`config.mk`:
```
export PLATFORM = sky130hd
export DESIGN_NAME = clock_divider_ctrl
export DESIGN_NICKNAME = d
export VERILOG_FILES = /design/src/rtl/clock_divider_pkg.sv /design/src/rtl/clock_divider_ctrl_cnt.sv /design/src/rtl/clock_divider_ctrl.sv
export SDC_FILE = /design/constraint.sdc
export NUM_CORES = 1
export LEC_CHECK = 0
export ABC_AREA = 1
export BUFFER_PORTS_ARGS = -buffer_cell sky130_fd_sc_hd__buf_2
export CAP_MARGIN = 30
export CORE_MARGIN = 4
export CORE_UTILIZATION = 25
export CTS_BUF_LIST = sky130_fd_sc_hd__clkbuf_16
export CTS_CLUSTER_DIAMETER = 80
export DETAILED_ROUTE_END_ITERATION = 6
export SKIP_LAST_GASP = 1
export SLEW_MARGIN = 20
export SYNTH_ARGS = -nofsm -noshare
export SYNTH_HDL_FRONTEND = slang
export SYNTH_SLANG_ARGS = --single-unit
```
`constraint.sdc`:
```
create_clock -name clk_i -period 1.88 [get_ports clk_i]
set_input_delay 0.188 -clock clk_i [delete_from_list [all_inputs] [get_ports clk_i]]
set_output_delay 0.188 -clock clk_i [all_outputs]
set_load 0.005 [all_outputs]
```
`src/rtl/clock_divider_pkg.sv`:
```
// Shared types and helpers for the clock divider controller: FSM state encoding,
// default divisor limits and the half-period decode point.
package clock_divider_pkg;

    typedef enum logic [1:0] {
        ST_IDLE = 2'd0,
        ST_RUN  = 2'd1,
        ST_PEND = 2'd2
    } state_e;

    localparam int unsigned MAX_DIV_DEF     = 255;
    localparam int unsigned DEFAULT_DIV_DEF = 9;

    // Count at which the half pulse fires; callers guarantee div >= 2.
    function automatic int unsigned half_point(input int unsigned div);
        return (div >> 1) - 1;
    endfunction

endpackage

```
`src/rtl/clock_divider_ctrl_cnt.sv`:
```
// Period counter with registered wrap/half decode. The flags are computed from
// the next count and next divisor so they line up with cnt_o in the same cycle.
module clock_divider_ctrl_cnt
    import clock_divider_pkg::*;
#(
    parameter int unsigned W           = 8,
    parameter int unsigned DEFAULT_DIV = DEFAULT_DIV_DEF
) (
    input  logic         clk_i,
    input  logic         rst_i,
    input  logic         en_i,
    input  logic         clr_i,
    input  logic [W-1:0] div_nxt_i,
    output logic [W-1:0] cnt_o,
    output logic         wrap_o,
    output logic         half_o
);

    localparam logic RST_HALF = (half_point(DEFAULT_DIV) == 0);

    logic [W-1:0] cnt_q, cnt_d;
    logic         wrap_q, wrap_d;
    logic         half_q, half_d;

    always_comb begin
        cnt_d = cnt_q;
        if (clr_i) begin
            cnt_d = '0;
        end else if (en_i) begin
            cnt_d = wrap_q ? '0 : cnt_q + W'(1);
        end
        // div_nxt_i is always a legal divisor (>= 2), so the subtraction cannot underflow.
        wrap_d = (cnt_d == div_nxt_i - W'(1));
        half_d = (cnt_d == W'(half_point(32'(div_nxt_i))));
    end

    always_ff @(posedge clk_i) begin
        if (rst_i) begin
            cnt_q  <= '0;
            wrap_q <= 1'b0;
            half_q <= RST_HALF;
        end else begin
            cnt_q  <= cnt_d;
            wrap_q <= wrap_d;
            half_q <= half_d;
        end
    end

    assign cnt_o  = cnt_q;
    assign wrap_o = wrap_q;
    assign half_o = half_q;

endmodule

```
`src/rtl/clock_divider_ctrl.sv`:
```
// Run-time sequencer for the odd/even clock dividers: accepts divisor and
// start/stop requests and applies them only on period boundaries.
module clock_divider_ctrl
    import clock_divider_pkg::*;
#(
    parameter int unsigned MAX_DIV     = MAX_DIV_DEF,
    parameter int unsigned DEFAULT_DIV = DEFAULT_DIV_DEF,
    parameter int unsigned W           = $clog2(MAX_DIV + 1)
) (
    input  logic         clk_i,
    input  logic         rst_i,
    input  logic         cfg_valid_i,
    output logic         cfg_ready_o,
    input  logic [W-1:0] cfg_div_i,
    input  logic         cfg_en_i,
    output logic         run_o,
    output logic [W-1:0] div_o,
    output logic         odd_o,
    output logic [W-1:0] cnt_o,
    output logic         half_o,
    output logic         wrap_o,
    output logic         busy_o,
    output logic         err_o
);

    localparam logic [W-1:0] MAX_DIV_W = W'(MAX_DIV);
    localparam logic [W-1:0] MIN_DIV_W = W'(2);
    localparam logic [W-1:0] DEF_DIV_W = W'(DEFAULT_DIV);

    state_e       state_q;
    logic         run_q;
    logic [W-1:0] div_q, div_d;
    logic [W-1:0] pend_div_q;
    logic         pend_en_q;
    logic         err_q;

    logic         xfer, legal, start, apply;
    logic [W-1:0] cnt;
    logic         wrap_raw, half_raw;

    assign cfg_ready_o = (state_q != ST_PEND);
    assign xfer        = cfg_valid_i && cfg_ready_o;
    assign legal       = !cfg_en_i || (cfg_div_i >= MIN_DIV_W && cfg_div_i <= MAX_DIV_W);
    assign start       = (state_q == ST_IDLE) && xfer && cfg_en_i && legal;
    // A pending change lands on the wrap cycle; a request arriving with a wrap waits in PEND.
    assign apply       = (state_q == ST_PEND) && wrap_raw;
    assign div_d       = start ? cfg_div_i :
                         (apply && pend_en_q) ? pend_div_q : div_q;

    clock_divider_ctrl_cnt #(
        .W           (W),
        .DEFAULT_DIV (DEFAULT_DIV)
    ) u_cnt (
        .clk_i     (clk_i),
        .rst_i     (rst_i),
        .en_i      (run_q),
        .clr_i     (start || apply),
        .div_nxt_i (div_d),
        .cnt_o     (cnt),
        .wrap_o    (wrap_raw),
        .half_o    (half_raw)
    );

    always_ff @(posedge clk_i) begin
        if (rst_i) begin
            state_q    <= ST_IDLE;
            run_q      <= 1'b0;
            div_q      <= DEF_DIV_W;
            pend_div_q <= DEF_DIV_W;
            pend_en_q  <= 1'b0;
            err_q      <= 1'b0;
        end else begin
            err_q <= xfer && !legal;
            div_q <= div_d;
            case (state_q)
                ST_IDLE: begin
                    if (start) begin
                        state_q <= ST_RUN;
                        run_q   <= 1'b1;
                    end
                end
                ST_RUN: begin
                    if (xfer && legal) begin
                        pend_div_q <= cfg_div_i;
                        pend_en_q  <= cfg_en_i;
                        state_q    <= ST_PEND;
                    end
                end
                ST_PEND: begin
                    if (wrap_raw) begin
                        state_q <= pend_en_q ? ST_RUN : ST_IDLE;
                        run_q   <= pend_en_q;
                    end
                end
                default: begin
                    state_q <= ST_IDLE;
                    run_q   <= 1'b0;
                end
            endcase
        end
    end

    assign run_o  = run_q;
    assign div_o  = div_q;
    assign odd_o  = div_q[0];
    assign cnt_o  = cnt;
    assign half_o = run_q && half_raw;
    assign wrap_o = run_q && wrap_raw;
    assign busy_o = (state_q == ST_PEND);
    assign err_o  = err_q;

endmodule

```
# --- Yosys cells after proc, flatten, opt, wreduce, memory -nomap -nowiden ---
# Index checks and enable logic that the tools add are counted.
# Widths: inputs -> output; s select.
word_totals:
  ff_bits: 31
  inputBits: 12
  out_inout_bits: 23
  word_cells: 55
op_classes:
  add_sub_neg: 3
  order_cmp: 2
  eq_ne: 8
  muxes: 13
  n_bitwise: 1
  reduce_logical: 19
ops:
  columns: ["cell", "n"]
  rows:
  - ["$mux 8", 5]
  - ["$eq 8x8->1", 2]
  - ["$logic_and 1x1->1", 11]
  - ["$add 8x1->8 const B", 1]
  - ["$ge 8x2->1 const B", 1]
  - ["$le 8x8->1 const B", 1]
  - ["$sub 7x1->8 const B", 1]
  - ["$sub 8x1->8 const B", 1]
  - ["$mux 2", 3]
  - ["$ne 2x2->1 const B", 3]
  - ["$pmux 2 s3", 1]
  - ["$reduce_and 3->1", 2]
  - ["$mux 1", 3]
  - ["$pmux 1 s3", 1]
  - ["$eq 2x1->1 const B", 1]
  - ["$eq 2x2->1 const B", 1]
  - ["$logic_not 1->1", 2]
  - ["$logic_not 2->1", 1]
  - ["$logic_or 1x1->1", 2]
  - ["$ne 2x1->1 const B", 1]
  - ["$reduce_and 2->1", 1]
  - ["$not 1->1", 1]

# --- Depth between registers and ports, before layout ---
# Gate-level depths: netlist of the first run.
logic_depth:
  depth_word: 8
  ltp_mapped: 19
  depth_no_buf: 19

# --- Cells and area by module ---
# A second synthesis of the first run with hierarchy kept.
unflattened:
  hier_cells: 345
  hier_area_um2: 2342.2
by_module_without_submodules:
  columns: ["module", "n_inst", "cells_each", "area_per_inst_um2", "seq_area_each_um2"]
  rows:
  - ["clock_divider_ctrl", 1, 154, 1273.7, 420.4]
  - ["clock_divider_ctrl_cnt", 1, 191, 1068.5, 200.2]

# --- Worst setup path after synthesis of the first run ---
# No wires, ideal clock.
synth_path:
  path_kind: "reg-to-reg"
  startpoint: "register state_q[1]"
  endpoint: "register u_cnt.wrap_q (netlist: u_cnt.wrap_o)"
  setup_ns: 0.064
  arrival_ns: 1.903
  required_time_ns: 1.816
  slack_ns: -0.087
  path_stages_with_launch: 19
  path_buffers: 1
  synth_period_minus_slack_ns: 1.967
  path_cell_list: "dfxtp_1 -> inv_2 -> nor2_8 -> nand3_2 -> buf_6 -> nand2_1 -> nand2_1 -> nand2_1 -> nand2_4 -> ha_1 -> nand4_1 -> nand2_1 -> nor2_1 -> nand2_1 -> nor2_1 -> nand2_1 -> nor2_1 -> nand2_1 -> nor2_1"
synth_via:
  elab_chain_len: 8
  elab_cells_between_ends: 15
  cone_classes: "add/sub: 1; eq/ne: 3; mux: 3; reduce/logical: 8"
synth_rtl:
  columns: ["element", "line_no", "source"]
  rows:
  - ["from (decl)", "clock_divider_ctrl.sv:30", "state_e state_q;"]
  - ["from (signal assigned)", "clock_divider_ctrl.sv:91", "state_q <= pend_en_q ? ST_RUN : ST_IDLE;"]
  - ["$ne 2x2->1", "clock_divider_ctrl.sv:41", "assign cfg_ready_o = (state_q != ST_PEND);"]
  - ["$logic_and 1x1->1", "clock_divider_ctrl.sv:42", "assign xfer = cfg_valid_i && cfg_ready_o;"]
  - ["$logic_and 1x1->1 (3 in a row)", "clock_divider_ctrl.sv:44", "assign start = (state_q == ST_IDLE) && xfer && cfg_en_i && legal;"]
  - ["$mux 8 or $logic_or 1x1->1 (tied branches)", "clock_divider_ctrl.sv:47, clock_divider_ctrl.sv:57", null]
  - ["$sub 8x1->8 or $mux 8 (tied branches)", "clock_divider_ctrl_cnt.sv:33, clock_divider_ctrl_cnt.sv:27", null]
  - ["$eq 8x8->1 (*)", "clock_divider_ctrl_cnt.sv:33", "wrap_d = (cnt_d == div_nxt_i - W'(1));"]
  - ["to (signal assigned)", "clock_divider_ctrl_cnt.sv:44", "wrap_q <= wrap_d;"]
  - ["to (decl)", "clock_divider_ctrl_cnt.sv:22", "logic wrap_q, wrap_d;"]
# Every way passes the cells marked *; elsewhere a longest branch is shown, timed or not.
# A chain may end at the register's enable or synchronous reset.

# --- Final worst setup path of the first run ---
# Same ends and word-level chain as after synthesis.

==> results of run 1 <==
metrics by stage:
step	hold slack [ps]	setup TNS (ps)
after floorplan	318.4	-45.48
after global placement	479.4	-102.9
after detailed placement	517.0	-101.4
after CTS	226.3	-43.01
after global routing	240.6	-463.0
final	229.3	-83.52
cell usage in the layout, fill, tap and decap left out, types with 2 or more instances in the layout:
cell type / netlist / final
sky130_fd_sc_hd__dfxtp_2: 0 / 3
sky130_fd_sc_hd__nand4_1: 16 / 16
sky130_fd_sc_hd__nand4_2: 2 / 2
sky130_fd_sc_hd__nand2_4: 3 / 6
sky130_fd_sc_hd__nand3_4: 2 / 3
sky130_fd_sc_hd__buf_2: 2 / 34
sky130_fd_sc_hd__nand3_2: 4 / 3
sky130_fd_sc_hd__o211ai_1: 3 / 3
sky130_fd_sc_hd__nand2_1: 142 / 139
sky130_fd_sc_hd__clkbuf_16: 0 / 5
sky130_fd_sc_hd__nor2_1: 41 / 39
sky130_fd_sc_hd__nand3_1: 40 / 40
sky130_fd_sc_hd__o21ai_0: 9 / 9
sky130_fd_sc_hd__buf_4: 2 / 52
sky130_fd_sc_hd__nor2_4: 7 / 8
sky130_fd_sc_hd__dfxtp_1: 31 / 28
sky130_fd_sc_hd__inv_1: 46 / 48
sky130_fd_sc_hd__a21oi_1: 11 / 11
sky130_fd_sc_hd__nand2_2: 11 / 11
sky130_fd_sc_hd__inv_2: 8 / 7
sky130_fd_sc_hd__nor2_2: 5 / 6
sky130_fd_sc_hd__buf_12: 0 / 3
registers in the layout (all words and copies together) (netlist names):
name          flops
u_cnt.half_o      1
div_o             8
pend_en_q         1
u_cnt.cnt_o       8
err_o             1
u_cnt.wrap_o      1
run_o             1
state_q           2
pend_div_q        8
worst paths after layout:
check | start | to | slack (ps) | cells after the start
setup / recovery | state_q[1]$_SDFFE_PP0P_ | u_cnt.wrap_o$_SDFF_PP0_ | -80 | 14
hold reg to reg | pend_div_q[3]$_SDFFE_PP1P_ | pend_div_q[3]$_SDFFE_PP1P_ | 530 | 2
setup reg to reg | state_q[1]$_SDFFE_PP0P_ | u_cnt.wrap_o$_SDFF_PP0_ | -80 | 14
hold / removal | cfg_valid_i | err_o$_SDFF_PP0_ | 230 | 3
area by class of cell:
type                    instances  area (um2)  share of cell area
well taps                     129       161.4             0.04817
repair buffers                 90       631.9              0.1886
flip-flops and latches         31       624.3              0.1863
inverters                      54       205.2             0.06124
clock buffers                   5       125.1             0.03734
multi-input cells             307        1590              0.4746
clock inverters                 3       12.51            0.003734
logic make-up after synthesis:
group,Yosys count
flops,31
compound gates,26
xor+xnor,1
simple gates,278
fa+ha+maj,2
buf+inv,67
per-layer routing:
layer  vias to the layer above  GRT usage
met3                        16    0.02709
met4                         0    0.05297
met1                      1275     0.1726
met2                        74     0.2172
met5                         -          0
li1                       1448          -
Yosys cell counts (all sizes together):
master	number	area, um2
nand2	156	635.6
inv	54	202.7
nor2	54	284.0
nand3	46	275.3
dfxtp	31	620.6
nand4	18	125.1
a21oi	11	55.05
o21ai	11	58.80
buf	7	58.80
clkbuf	6	23.77
o211ai	3	22.52
ha	2	25.02
a31o	1	8.760
nand3b	1	7.510
nor3	1	5.000
nor4	1	6.260
or2	1	6.260
xnor3	1	22.52
worst max-delay path, cell delays in order, from the launching register on:
cell	delay, ps
sky130_fd_sc_hd__dfxtp_2	350
sky130_fd_sc_hd__inv_4	60
sky130_fd_sc_hd__nor2_8	190
sky130_fd_sc_hd__buf_4	190
sky130_fd_sc_hd__nand4_1	90
sky130_fd_sc_hd__nand2_1	70
sky130_fd_sc_hd__nand2_1	80
sky130_fd_sc_hd__nand2_4	120
sky130_fd_sc_hd__nand2_1	120
sky130_fd_sc_hd__nor2_2	130
sky130_fd_sc_hd__nand3b_1	120
sky130_fd_sc_hd__nand2_1	60
sky130_fd_sc_hd__nor2_1	160
sky130_fd_sc_hd__nand2_1	70
sky130_fd_sc_hd__nor2_1	70
power by group:
group          switching, mW  internal (mW)
clock                  0.293          0.478
sequential            0.0951          0.763
combinational          0.973          0.708
what timing repair did:
| item | in CTS | in global routing |
|---|---|---|
| hold buffers | 0 | 0 |
| pin swaps | 3 | 5 |
| buffers inserted | 4 | 2 |
| endpoints found under the setup margin | 2 | 2 |
| gates cloned | 0 | 0 |
| gates resized for setup | 5 | 6 |
| hold endpoints to repair | 0 | 0 |
==> flow_results.xml, run 1 <==
<?xml version="1.0" encoding="UTF-8"?>
<metrics>
  <group name="run_status">
    <metric name="status" unit="">complete, but fails checks</metric>
    <metric name="failed_checks" unit="">setup timing</metric>
  </group>
  <group name="setup_path">
    <metric name="timing.critical_path.to_type" unit="">register</metric>
    <metric name="worstPathRequired" unit="ps">2090</metric>
    <metric name="cp_data_arrival_time" unit="ps">2180</metric>
    <metric name="critical_path_peak_fanout" unit="">9</metric>
    <metric name="critical_path_start_end_classification" unit="">reg -&gt; reg</metric>
    <metric name="crit_path_start_kind" unit="">register</metric>
  </group>
  <group name="placement">
    <metric name="placement.cell_area" unit="mm2">0.003114</metric>
    <metric name="placed_cells_incl_taps" unit="">605</metric>
    <metric name="finalWeightedCongestion" unit="">0.8681</metric>
    <metric name="placement.setup.worst_slack" unit="ps">-89.81</metric>
    <metric name="numPortBuffers" unit="">34</metric>
    <metric name="dpl.hpwl" unit="um">5972</metric>
  </group>
  <group name="cells_and_area">
    <metric name="finished_cell_area" unit="mm2">0.003351</metric>
    <metric name="layout.filler_cells" unit="">1061</metric>
    <metric name="layout_overhead_on_the_synthesized_area" unit="%">37.12</metric>
    <metric name="final_util" unit="">0.3575</metric>
    <metric name="diodes" unit="">0</metric>
    <metric name="final-instance-count-excl-fill" unit="">619</metric>
    <metric name="fin_nets" unit="">503</metric>
    <metric name="final_layout_size_suffix_gt1_frac" unit="">0.3082</metric>
  </group>
  <group name="flow_run">
    <metric name="timing.max_cap.violations" unit="">0</metric>
  </group>
  <group name="synth">
    <metric name="synth.lib_cells_used.distinct" unit="">32</metric>
    <metric name="synth-compound-area-share" unit="">0.05940</metric>
    <metric name="yosys.area_share.simple" unit="">0.5504</metric>
    <metric name="synth-xor-area-share" unit="">0.009217</metric>
    <metric name="synth_seq_cells" unit="">31</metric>
    <metric name="adder_cell_area_share_of_the_yosys_netlist" unit="">0.01024</metric>
    <metric name="syn_nets" unit="">419</metric>
    <metric name="seq_area_frac_synth" unit="">0.2540</metric>
    <metric name="postSynthAreaPerCell" unit="um2">6.034</metric>
    <metric name="synth_mux_area_frac" unit="">0</metric>
    <metric name="ys.warnings.count" unit="">0</metric>
    <metric name="netlist_area" unit="mm2">0.002444</metric>
    <metric name="syn-instance-count" unit="">405</metric>
    <metric name="synth_top_family_by_area" unit="">simple AND/OR/NAND/NOR gates</metric>
  </group>
  <group name="timing">
    <metric name="slew_headroom" unit="">0.7214</metric>
    <metric name="layout_setup_ws" unit="ps">-83.52</metric>
    <metric name="hold_violations" unit="">0</metric>
    <metric name="timing.final.crit_share" unit="">1.044</metric>
    <metric name="fin_clk_skew" unit="ps">5.245</metric>
    <metric name="final_max_slew_viol_count" unit="">0</metric>
    <metric name="report.final.setup_viol" unit="">1</metric>
    <metric name="post-route-min-period" unit="ps">1964</metric>
    <metric name="grt_setup_unrepaired" unit="">true</metric>
    <metric name="max_freq" unit="MHz">509.3</metric>
    <metric name="tightest_slew" unit="ps">417.9</metric>
  </group>
  <group name="floorplan">
    <metric name="core" unit="mm2">0.009371</metric>
    <metric name="core.rowCount" unit="">35</metric>
    <metric name="die_h" unit="um">106.9</metric>
    <metric name="fp.dieW" unit="um">106.9</metric>
    <metric name="ios" unit="">35</metric>
    <metric name="floorplan.initialDensity" unit="">0.2607</metric>
    <metric name="dieArea" unit="mm2">0.01142</metric>
  </group>
  <group name="clock_tree">
    <metric name="cts_num_sinks" unit="">31</metric>
    <metric name="clk_transition_reported_paths" unit="ps">50</metric>
    <metric name="cts_made_buffers" unit="">5</metric>
    <metric name="htreeDepth" unit="">2</metric>
    <metric name="clockRootBuffer" unit="">sky130_fd_sc_hd__clkbuf_16</metric>
    <metric name="cts-root-to-sink-buffers" unit="">2</metric>
    <metric name="worst_skew_pair.late_latency" unit="ps">280</metric>
    <metric name="cts_tree" unit="">done</metric>
  </group>
  <group name="detailed_routing">
    <metric name="met3_wirelength" unit="um">395</metric>
    <metric name="drt_drc_violations_left" unit="">0</metric>
    <metric name="postRouteWirelength" unit="um">7468</metric>
    <metric name="antenna_left" unit="">0</metric>
    <metric name="vias" unit="">2813</metric>
    <metric name="detail_route.wl_per_cell" unit="um">12.06</metric>
    <metric name="top_sig_layer" unit="">met4</metric>
    <metric name="detail_route.wirelength.met1" unit="um">3526</metric>
    <metric name="drt-initial-drc-count" unit="">159</metric>
    <metric name="firstDrtPassIters" unit="">4</metric>
    <metric name="post_drt_via_cell_ratio" unit="">4.544</metric>
    <metric name="dr_wl_met2" unit="um">3380</metric>
  </group>
  <group name="power">
    <metric name="leakagePower" unit="nW">1.740</metric>
    <metric name="total_power_divided_by_cell_area" unit="mW/mm2">987.7</metric>
    <metric name="finalPower" unit="mW">3.309</metric>
    <metric name="power.ir.vdd_worst" unit="mV">0.3669</metric>
  </group>
  <group name="global_routing">
    <metric name="grt_pass1_wl" unit="um">12200</metric>
    <metric name="grt_antenna_before_repair" unit="">0</metric>
    <metric name="groute.usage.overall" unit="">0.1335</metric>
    <metric name="grt_start_max_net_pins" unit="">20</metric>
    <metric name="first_global_vias" unit="">2621</metric>
    <metric name="gr-total-overflow" unit="">0</metric>
  </group>
  <group name="worst_hold_path">
    <metric name="min-delay-path-class" unit="">in -&gt; reg</metric>
  </group>
</metrics>
No activity file was read; power rests on OpenSTA's default activity.
==> inputs of run 2 (changes only) <==
==> constraint.sdc (replaced) <==
create_clock -name clk_i -period 1.88 [get_ports clk_i]
set_input_delay 0.47 -clock clk_i [delete_from_list [all_inputs] [get_ports clk_i]]
set_output_delay 0.47 -clock clk_i [all_outputs]
set_load 0.005 [all_outputs]
==> flow_results.xml, run 2 (synthesis gave the netlist of run 1 again) <==
<?xml version="1.0" encoding="UTF-8"?>
<metrics>
  <group name="run_status">
    <metric name="status" unit="">complete, but fails checks</metric>
    <metric name="failed_checks" unit="">setup timing</metric>
  </group>
  <group name="floorplan">
    <metric name="ios" unit="">35</metric>
    <metric name="die_h" unit="um">106.9</metric>
    <metric name="floorplan.initialDensity" unit="">0.2607</metric>
    <metric name="dieArea" unit="mm2">0.01142</metric>
    <metric name="fp.dieW" unit="um">106.9</metric>
    <metric name="core.rowCount" unit="">35</metric>
    <metric name="core" unit="mm2">0.009371</metric>
  </group>
  <group name="placement">
    <metric name="finalWeightedCongestion" unit="">0.8512</metric>
    <metric name="numPortBuffers" unit="">34</metric>
    <metric name="placement.cell_area" unit="mm2">0.003176</metric>
    <metric name="placed_cells_incl_taps" unit="">615</metric>
    <metric name="dpl.hpwl" unit="um">5953</metric>
  </group>
  <group name="timing">
    <metric name="timing.final.crit_share" unit="">1.034</metric>
    <metric name="setup_total_negative_slack" unit="ps">-67.22</metric>
    <metric name="fin_clk_skew" unit="ps">2.674</metric>
    <metric name="final_max_slew_viol_count" unit="">0</metric>
    <metric name="grt_setup_unrepaired" unit="">true</metric>
    <metric name="finalHoldWorstSlack" unit="ps">490.3</metric>
    <metric name="slew_headroom" unit="">0.7871</metric>
    <metric name="post-route-min-period" unit="ps">1945</metric>
    <metric name="tightest_slew" unit="ps">318.5</metric>
    <metric name="max_freq" unit="MHz">514.2</metric>
    <metric name="layout_setup_ws" unit="ps">-64.79</metric>
    <metric name="report.final.setup_viol" unit="">2</metric>
    <metric name="hold_violations" unit="">0</metric>
  </group>
  <group name="detailed_routing">
    <metric name="post_drt_via_cell_ratio" unit="">4.425</metric>
    <metric name="firstDrtPassIters" unit="">4</metric>
    <metric name="drt-initial-drc-count" unit="">108</metric>
    <metric name="vias" unit="">2770</metric>
    <metric name="postRouteWirelength" unit="um">7441</metric>
    <metric name="drt_drc_violations_left" unit="">0</metric>
    <metric name="detail_route.wl_per_cell" unit="um">11.89</metric>
    <metric name="antenna_left" unit="">0</metric>
  </group>
  <group name="clock_tree">
    <metric name="htreeDepth" unit="">2</metric>
    <metric name="cts_num_sinks" unit="">31</metric>
    <metric name="clk_transition_reported_paths" unit="ps">50</metric>
    <metric name="cts-root-to-sink-buffers" unit="">2</metric>
    <metric name="worst_skew_pair.late_latency" unit="ps">280</metric>
    <metric name="cts_tree" unit="">done</metric>
    <metric name="clockRootBuffer" unit="">sky130_fd_sc_hd__clkbuf_16</metric>
    <metric name="cts_made_buffers" unit="">5</metric>
  </group>
  <group name="power">
    <metric name="portion_of_total_power_attributed_to_sequential_cells" unit="">0.245</metric>
    <metric name="finalPower" unit="mW">3.466</metric>
    <metric name="power.switching_fraction" unit="">0.3906</metric>
    <metric name="power_frac_comb" unit="">0.496</metric>
    <metric name="p_int" unit="mW">2.112</metric>
    <metric name="power.ir.vdd_worst" unit="mV">0.4222</metric>
    <metric name="power_switching" unit="mW">1.354</metric>
    <metric name="leakagePower" unit="nW">1.775</metric>
    <metric name="total_power_divided_by_cell_area" unit="mW/mm2">1010</metric>
    <metric name="clock_share_of_power" unit="">0.260</metric>
  </group>
  <group name="cells_and_area">
    <metric name="layout_commonest_cell" unit="">sky130_fd_sc_hd__nand2_1</metric>
    <metric name="final_layout_size_suffix_gt1_frac" unit="">0.3461</metric>
    <metric name="final-instance-count-excl-fill" unit="">626</metric>
    <metric name="diodes" unit="">0</metric>
    <metric name="layout_overhead_on_the_synthesized_area" unit="%">40.45</metric>
    <metric name="ff_latch_area" unit="um2">623.1</metric>
    <metric name="multiInputGateArea" unit="mm2">0.001613</metric>
    <metric name="finished_cell_area" unit="mm2">0.003432</metric>
    <metric name="layout.filler_cells" unit="">1047</metric>
    <metric name="layout_common_cells" unit="">136 x sky130_fd_sc_hd__nand2_1, 61 x sky130_fd_sc_hd__buf_4, 40 x sky130_fd_sc_hd__inv_1, 38 x sky130_fd_sc_hd__nand3_1, 37 x sky130_fd_sc_hd__nor2_1</metric>
    <metric name="fin_nets" unit="">511</metric>
  </group>
  <group name="setup_path">
    <metric name="max_stage_delay" unit="ps">350</metric>
    <metric name="critical_path_peak_fanout" unit="">7</metric>
    <metric name="worstPathRequired" unit="ps">2090</metric>
    <metric name="timing.critical_path.cells" unit="">inv_4 &gt; nor2_8 &gt; nand3_4 &gt; nand2_1 &gt; nand2_1 &gt; nand2_2 &gt; nand2_4 &gt; ha_4 &gt; inv_1 &gt; nand2_1 &gt; inv_1 &gt; nor2_1 &gt; nand2_1 &gt; nor2_1 &gt; nand2_1 &gt; nor2_1 &gt; nand2_1 &gt; nor2_1</metric>
    <metric name="kind_of_cell_adding_the_most_delay_to_the_critical_path" unit="">simple AND/OR/NAND/NOR gates</metric>
    <metric name="critical_path_start_end_classification" unit="">reg -&gt; reg</metric>
    <metric name="worstPathBufferInverterCount" unit="">3</metric>
    <metric name="crit_path_start_kind" unit="">register</metric>
    <metric name="timing.critical_path.to_type" unit="">register</metric>
    <metric name="cp_slowest_cell" unit="">sky130_fd_sc_hd__dfxtp_2</metric>
    <metric name="cp_common_cell" unit="">sky130_fd_sc_hd__nand2_1</metric>
    <metric name="cp_data_arrival_time" unit="ps">2160</metric>
  </group>
  <group name="global_routing">
    <metric name="gr-total-overflow" unit="">0</metric>
    <metric name="grt_pass1_wl" unit="um">12770</metric>
    <metric name="first_global_vias" unit="">2750</metric>
    <metric name="groute.usage.overall" unit="">0.1378</metric>
    <metric name="grt_start_max_net_pins" unit="">17</metric>
    <metric name="grt_antenna_before_repair" unit="">0</metric>
  </group>
  <group name="worst_hold_path">
    <metric name="min-delay-path-class" unit="">reg -&gt; reg</metric>
  </group>
  <group name="flow_run">
    <metric name="timing.max_cap.violations" unit="">0</metric>
  </group>
</metrics>
==> run 2: changes by cell type in the layout (fill, tap and decap cells not counted), sizes merged <==
cell and change:
buf +8, clkinv -1, inv -1, bufinv +1
==> run 2: final timing paths <==
path	slack, ps	cells after the start	start	end
hold reg to reg	490	2	pend_div_q[0]$_SDFFE_PP1P_	pend_div_q[0]$_SDFFE_PP1P_
setup reg to reg	-60	18	state_q[1]$_SDFFE_PP0P_	u_cnt.wrap_o$_SDFF_PP0_
hold / removal	490	2	pend_div_q[0]$_SDFFE_PP1P_	pend_div_q[0]$_SDFFE_PP1P_
setup / recovery	-60	18	state_q[1]$_SDFFE_PP0P_	u_cnt.wrap_o$_SDFF_PP0_
==> run 2: cell type report <==
| class | count | area share |
|---|---|---|
| sequential | 31 | 0.1816 |
| clock inverter | 2 | 0.009843 |
| multi-input combinational | 307 | 0.4699 |
| timing repair buffer | 98 | 0.1954 |
| clock buffer | 5 | 0.03646 |
| tap | 129 | 0.04703 |
| inverter | 54 | 0.05979 |
==> run 2: layer usage <==
| metal | up-vias | global-route usage | wire (um) |
|---|---|---|---|
| met3 | 8 | 0.02649 | 367 |
| met4 | 0 | 0.03288 | 86 |
| met5 | - | 0 | 0 |
| met2 | 49 | 0.2343 | 3441 |
| met1 | 1253 | 0.1796 | 3546 |
| li1 | 1460 | - | - |
==> run 2: tightest hold or removal path: stages, from the launching register on <==
cell,delay (ps)
sky130_fd_sc_hd__dfxtp_1,330
sky130_fd_sc_hd__nand2_1,60
sky130_fd_sc_hd__o211ai_1,70
==> run 2: stage by stage <==
step	setup WS, ps	util
floorplan	-121.0	-
global placement	-322.6	0.3389
detailed placement	-420.4	0.3389
CTS	-67.07	0.3606
global route	-217.6	0.3662
finish	-64.79	0.3662
==> run 2: power by group through the flow <==
stage / logic (mW) / registers (mW) / clock network (mW)
global route: 1.94 / 0.862 / 0.942
global placement: 1.62 / 0.854 / 0
CTS: 1.68 / 0.848 / 0.923
detailed placement: 1.64 / 0.856 / 0
floorplan: 1.06 / 0.845 / 0
finish: 1.72 / 0.848 / 0.900
==> run 2: what timing repair did <==
item,CTS,global route
hold buffers,0,0
buffers inserted,4,0
resized for setup,7,16
endpoints found under the setup margin,2,2
pin swaps,4,5
==> inputs of run 3 (changes only) <==
Clock period 1.88 ns to 1.8 ns, I/O delays scaled along.
==> flow_results.xml, run 3 (synthesis gave the netlist of run 1 again) <==
<?xml version="1.0" encoding="UTF-8"?>
<metrics>
  <group name="setup_path">
    <metric name="rrSetupSlack" unit="ps">-120</metric>
    <metric name="worst_r2r_startpoint" unit="">state_q[1]$_SDFFE_PP0P_</metric>
    <metric name="worstPathBufferInverterCount" unit="">3</metric>
    <metric name="cp-endpoint" unit="">u_cnt.wrap_o$_SDFF_PP0_</metric>
    <metric name="cp_slowest_cell" unit="">sky130_fd_sc_hd__dfxtp_2</metric>
    <metric name="cp_common_cell" unit="">sky130_fd_sc_hd__nand2_1</metric>
    <metric name="timing.critical_path.to_type" unit="">register</metric>
    <metric name="worstRegToRegCells" unit="">18</metric>
    <metric name="cp_data_arrival_time" unit="ps">2130</metric>
    <metric name="critical_path_peak_fanout" unit="">7</metric>
    <metric name="timing.critical_path.cells" unit="">inv_4 &gt; nor2_8 &gt; nand3_4 &gt; nand2_2 &gt; nand2_1 &gt; nand2_2 &gt; nand2_4 &gt; ha_4 &gt; inv_1 &gt; nand2_1 &gt; inv_1 &gt; nor2_1 &gt; nand2_1 &gt; nor2_2 &gt; nand2_1 &gt; nor2_2 &gt; nand2_1 &gt; nor2_1</metric>
    <metric name="critical_path_start_end_classification" unit="">reg -&gt; reg</metric>
    <metric name="worstPathRequired" unit="ps">2010</metric>
    <metric name="regToRegEndpoint" unit="">u_cnt.wrap_o$_SDFF_PP0_</metric>
    <metric name="kind_of_cell_adding_the_most_delay_to_the_critical_path" unit="">simple AND/OR/NAND/NOR gates</metric>
    <metric name="crit_path_start_kind" unit="">register</metric>
    <metric name="max_stage_delay" unit="ps">350</metric>
    <metric name="crit_start" unit="">state_q[1]$_SDFFE_PP0P_</metric>
    <metric name="critical_path_stages" unit="">18</metric>
  </group>
  <group name="power">
    <metric name="power.switching_fraction" unit="">0.3897</metric>
    <metric name="portion_of_total_power_attributed_to_sequential_cells" unit="">0.244</metric>
    <metric name="finalPower" unit="mW">3.672</metric>
    <metric name="clock_share_of_power" unit="">0.253</metric>
    <metric name="power.ir.vdd_worst" unit="mV">0.4328</metric>
    <metric name="power_switching" unit="mW">1.431</metric>
    <metric name="power_frac_comb" unit="">0.503</metric>
    <metric name="total_power_divided_by_cell_area" unit="mW/mm2">1050</metric>
    <metric name="leakagePower" unit="nW">1.818</metric>
    <metric name="p_int" unit="mW">2.241</metric>
  </group>
  <group name="clock_tree">
    <metric name="cts-root-to-sink-buffers" unit="">2</metric>
    <metric name="htreeDepth" unit="">2</metric>
    <metric name="clk_transition_reported_paths" unit="ps">50</metric>
    <metric name="cts_num_sinks" unit="">31</metric>
    <metric name="cts_tree" unit="">done</metric>
    <metric name="cts_made_buffers" unit="">5</metric>
    <metric name="clockRootBuffer" unit="">sky130_fd_sc_hd__clkbuf_16</metric>
    <metric name="worst_skew_pair.late_latency" unit="ps">270</metric>
  </group>
  <group name="detailed_routing">
    <metric name="firstDrtPassIters" unit="">4</metric>
    <metric name="vias" unit="">2812</metric>
    <metric name="antenna_left" unit="">0</metric>
    <metric name="post_drt_via_cell_ratio" unit="">4.435</metric>
    <metric name="drt_drc_violations_left" unit="">0</metric>
    <metric name="postRouteWirelength" unit="um">7539</metric>
    <metric name="detail_route.wl_per_cell" unit="um">11.89</metric>
    <metric name="drt-initial-drc-count" unit="">176</metric>
  </group>
  <group name="worst_hold_path">
    <metric name="min-delay-path-class" unit="">in -&gt; reg</metric>
  </group>
  <group name="run_status">
    <metric name="status" unit="">complete, but fails checks</metric>
    <metric name="failed_checks" unit="">setup timing</metric>
  </group>
  <group name="placement">
    <metric name="numPortBuffers" unit="">34</metric>
    <metric name="placed_cells_incl_taps" unit="">622</metric>
    <metric name="finalWeightedCongestion" unit="">0.8712</metric>
    <metric name="dpl.hpwl" unit="um">5951</metric>
  </group>
  <group name="floorplan">
    <metric name="dieArea" unit="mm2">0.01142</metric>
    <metric name="core" unit="mm2">0.009371</metric>
    <metric name="fp.dieW" unit="um">106.9</metric>
    <metric name="floorplan.initialDensity" unit="">0.2607</metric>
    <metric name="die_h" unit="um">106.9</metric>
    <metric name="ios" unit="">35</metric>
    <metric name="core.rowCount" unit="">35</metric>
  </group>
  <group name="timing">
    <metric name="hold_violations" unit="">0</metric>
    <metric name="slew_headroom" unit="">0.7801</metric>
    <metric name="grt_setup_unrepaired" unit="">true</metric>
    <metric name="fin_clk_skew" unit="ps">1.994</metric>
    <metric name="post-route-min-period" unit="ps">1920</metric>
    <metric name="layout_setup_ws" unit="ps">-119.8</metric>
    <metric name="report.final.setup_viol" unit="">2</metric>
    <metric name="tightest_slew" unit="ps">327.7</metric>
    <metric name="timing.final.crit_share" unit="">1.067</metric>
    <metric name="max_freq" unit="MHz">520.9</metric>
    <metric name="final_max_slew_viol_count" unit="">0</metric>
  </group>
  <group name="cells_and_area">
    <metric name="final-instance-count-excl-fill" unit="">634</metric>
    <metric name="fin_nets" unit="">519</metric>
    <metric name="final_util" unit="">0.3733</metric>
    <metric name="diodes" unit="">0</metric>
    <metric name="final_layout_size_suffix_gt1_frac" unit="">0.3604</metric>
    <metric name="layout_common_cells" unit="">135 x sky130_fd_sc_hd__nand2_1, 69 x sky130_fd_sc_hd__buf_4, 42 x sky130_fd_sc_hd__inv_1, 37 x sky130_fd_sc_hd__nor2_1, 37 x sky130_fd_sc_hd__nand3_1</metric>
    <metric name="layout_overhead_on_the_synthesized_area" unit="%">43.16</metric>
    <metric name="layout_commonest_cell" unit="">sky130_fd_sc_hd__nand2_1</metric>
    <metric name="layout.filler_cells" unit="">1046</metric>
  </group>
  <group name="global_routing">
    <metric name="first_global_vias" unit="">2615</metric>
    <metric name="gr-total-overflow" unit="">0</metric>
    <metric name="grt_start_max_net_pins" unit="">17</metric>
    <metric name="grt_antenna_before_repair" unit="">0</metric>
    <metric name="groute.usage.overall" unit="">0.1370</metric>
    <metric name="grt_pass1_wl" unit="um">12580</metric>
  </group>
  <group name="flow_run">
    <metric name="timing.max_cap.violations" unit="">0</metric>
  </group>
</metrics>
## run 3: area by class of cell
class	count	area (um2)	share of cell area
Timing Repair Buffer	106	734.5	0.2099
Multi-Input combinational cell	307	1610	0.4603
Tap cell	129	161.4	0.04614
Sequential cell	31	625.6	0.1788
Clock inverter	2	33.78	0.009657
Inverter	54	207.7	0.05937
Clock buffer	5	125.1	0.03577
## run 3: what timing repair did
action                     4_1_cts  5_1_grt
gates resized for setup         13       12
buffers inserted                 3        2
pin swaps                        3        6
hold buffers                     0        0
setup endpoints to repair        2        2
## run 3: stage by stage
| stage | worst slack (ps) | TNS [ps] | instance area, um2 | hold slack [ps] |
|---|---|---|---|---|
| 2_1_floorplan | -181.0 | -181.0 | 2464 | 446.6 |
| 3_3_place_gp | -385.3 | -1168 | 3228 | 470.3 |
| 3_5_place_dp | -436.7 | -1346 | 3228 | 476.6 |
| 4_1_cts | -111.2 | -204.3 | 3452 | 492.3 |
| 5_1_grt | -345.4 | -600.9 | 3498 | 517.4 |
| 6_report | -119.8 | -204.7 | 3498 | 498.7 |
## run 3: routing by layer
| metal | track usage | up-vias | wire, um | share of wire |
|---|---|---|---|---|
| met4 | 0.04658 | 0 | 59 | 0.0078 |
| met5 | 0 | - | 0 | 0 |
| met2 | 0.2158 | 68 | 3456 | 0.46 |
| li1 | - | 1485 | - | - |
| met3 | 0.02709 | 4 | 416 | 0.055 |
| met1 | 0.1866 | 1255 | 3606 | 0.48 |
## run 3: worst min-delay path, stage by stage
cell	delay [ps]
sky130_fd_sc_hd__buf_2	110
sky130_fd_sc_hd__inv_1	100
sky130_fd_sc_hd__nor4_1	60
## run 3: worst min path at each step
stage,from,end,slack [ps],cells after the start
finish,cfg_valid_i,err_o$_SDFF_PP0_,500,3
global route,cfg_valid_i,err_o$_SDFF_PP0_,520,3
CTS,cfg_valid_i,err_o$_SDFF_PP0_,490,3
detailed placement,pend_div_q[0]$_SDFFE_PP1P_,pend_div_q[0]$_SDFFE_PP1P_,480,2
global placement,pend_div_q[0]$_SDFFE_PP1P_,pend_div_q[0]$_SDFFE_PP1P_,470,2
floorplan,pend_div_q[0]$_SDFFE_PP1P_,pend_div_q[0]$_SDFFE_PP1P_,450,2
## run 3: power groups by stage
stage               Combinational, mW  Clock [mW]  Sequential [mW]
global route                     2.06       0.995            0.914
CTS                              1.80       0.946            0.895
global placement                 1.72           0            0.901
detailed placement               1.74           0            0.899
finish                           1.85       0.930            0.896
floorplan                        1.10           0            0.882
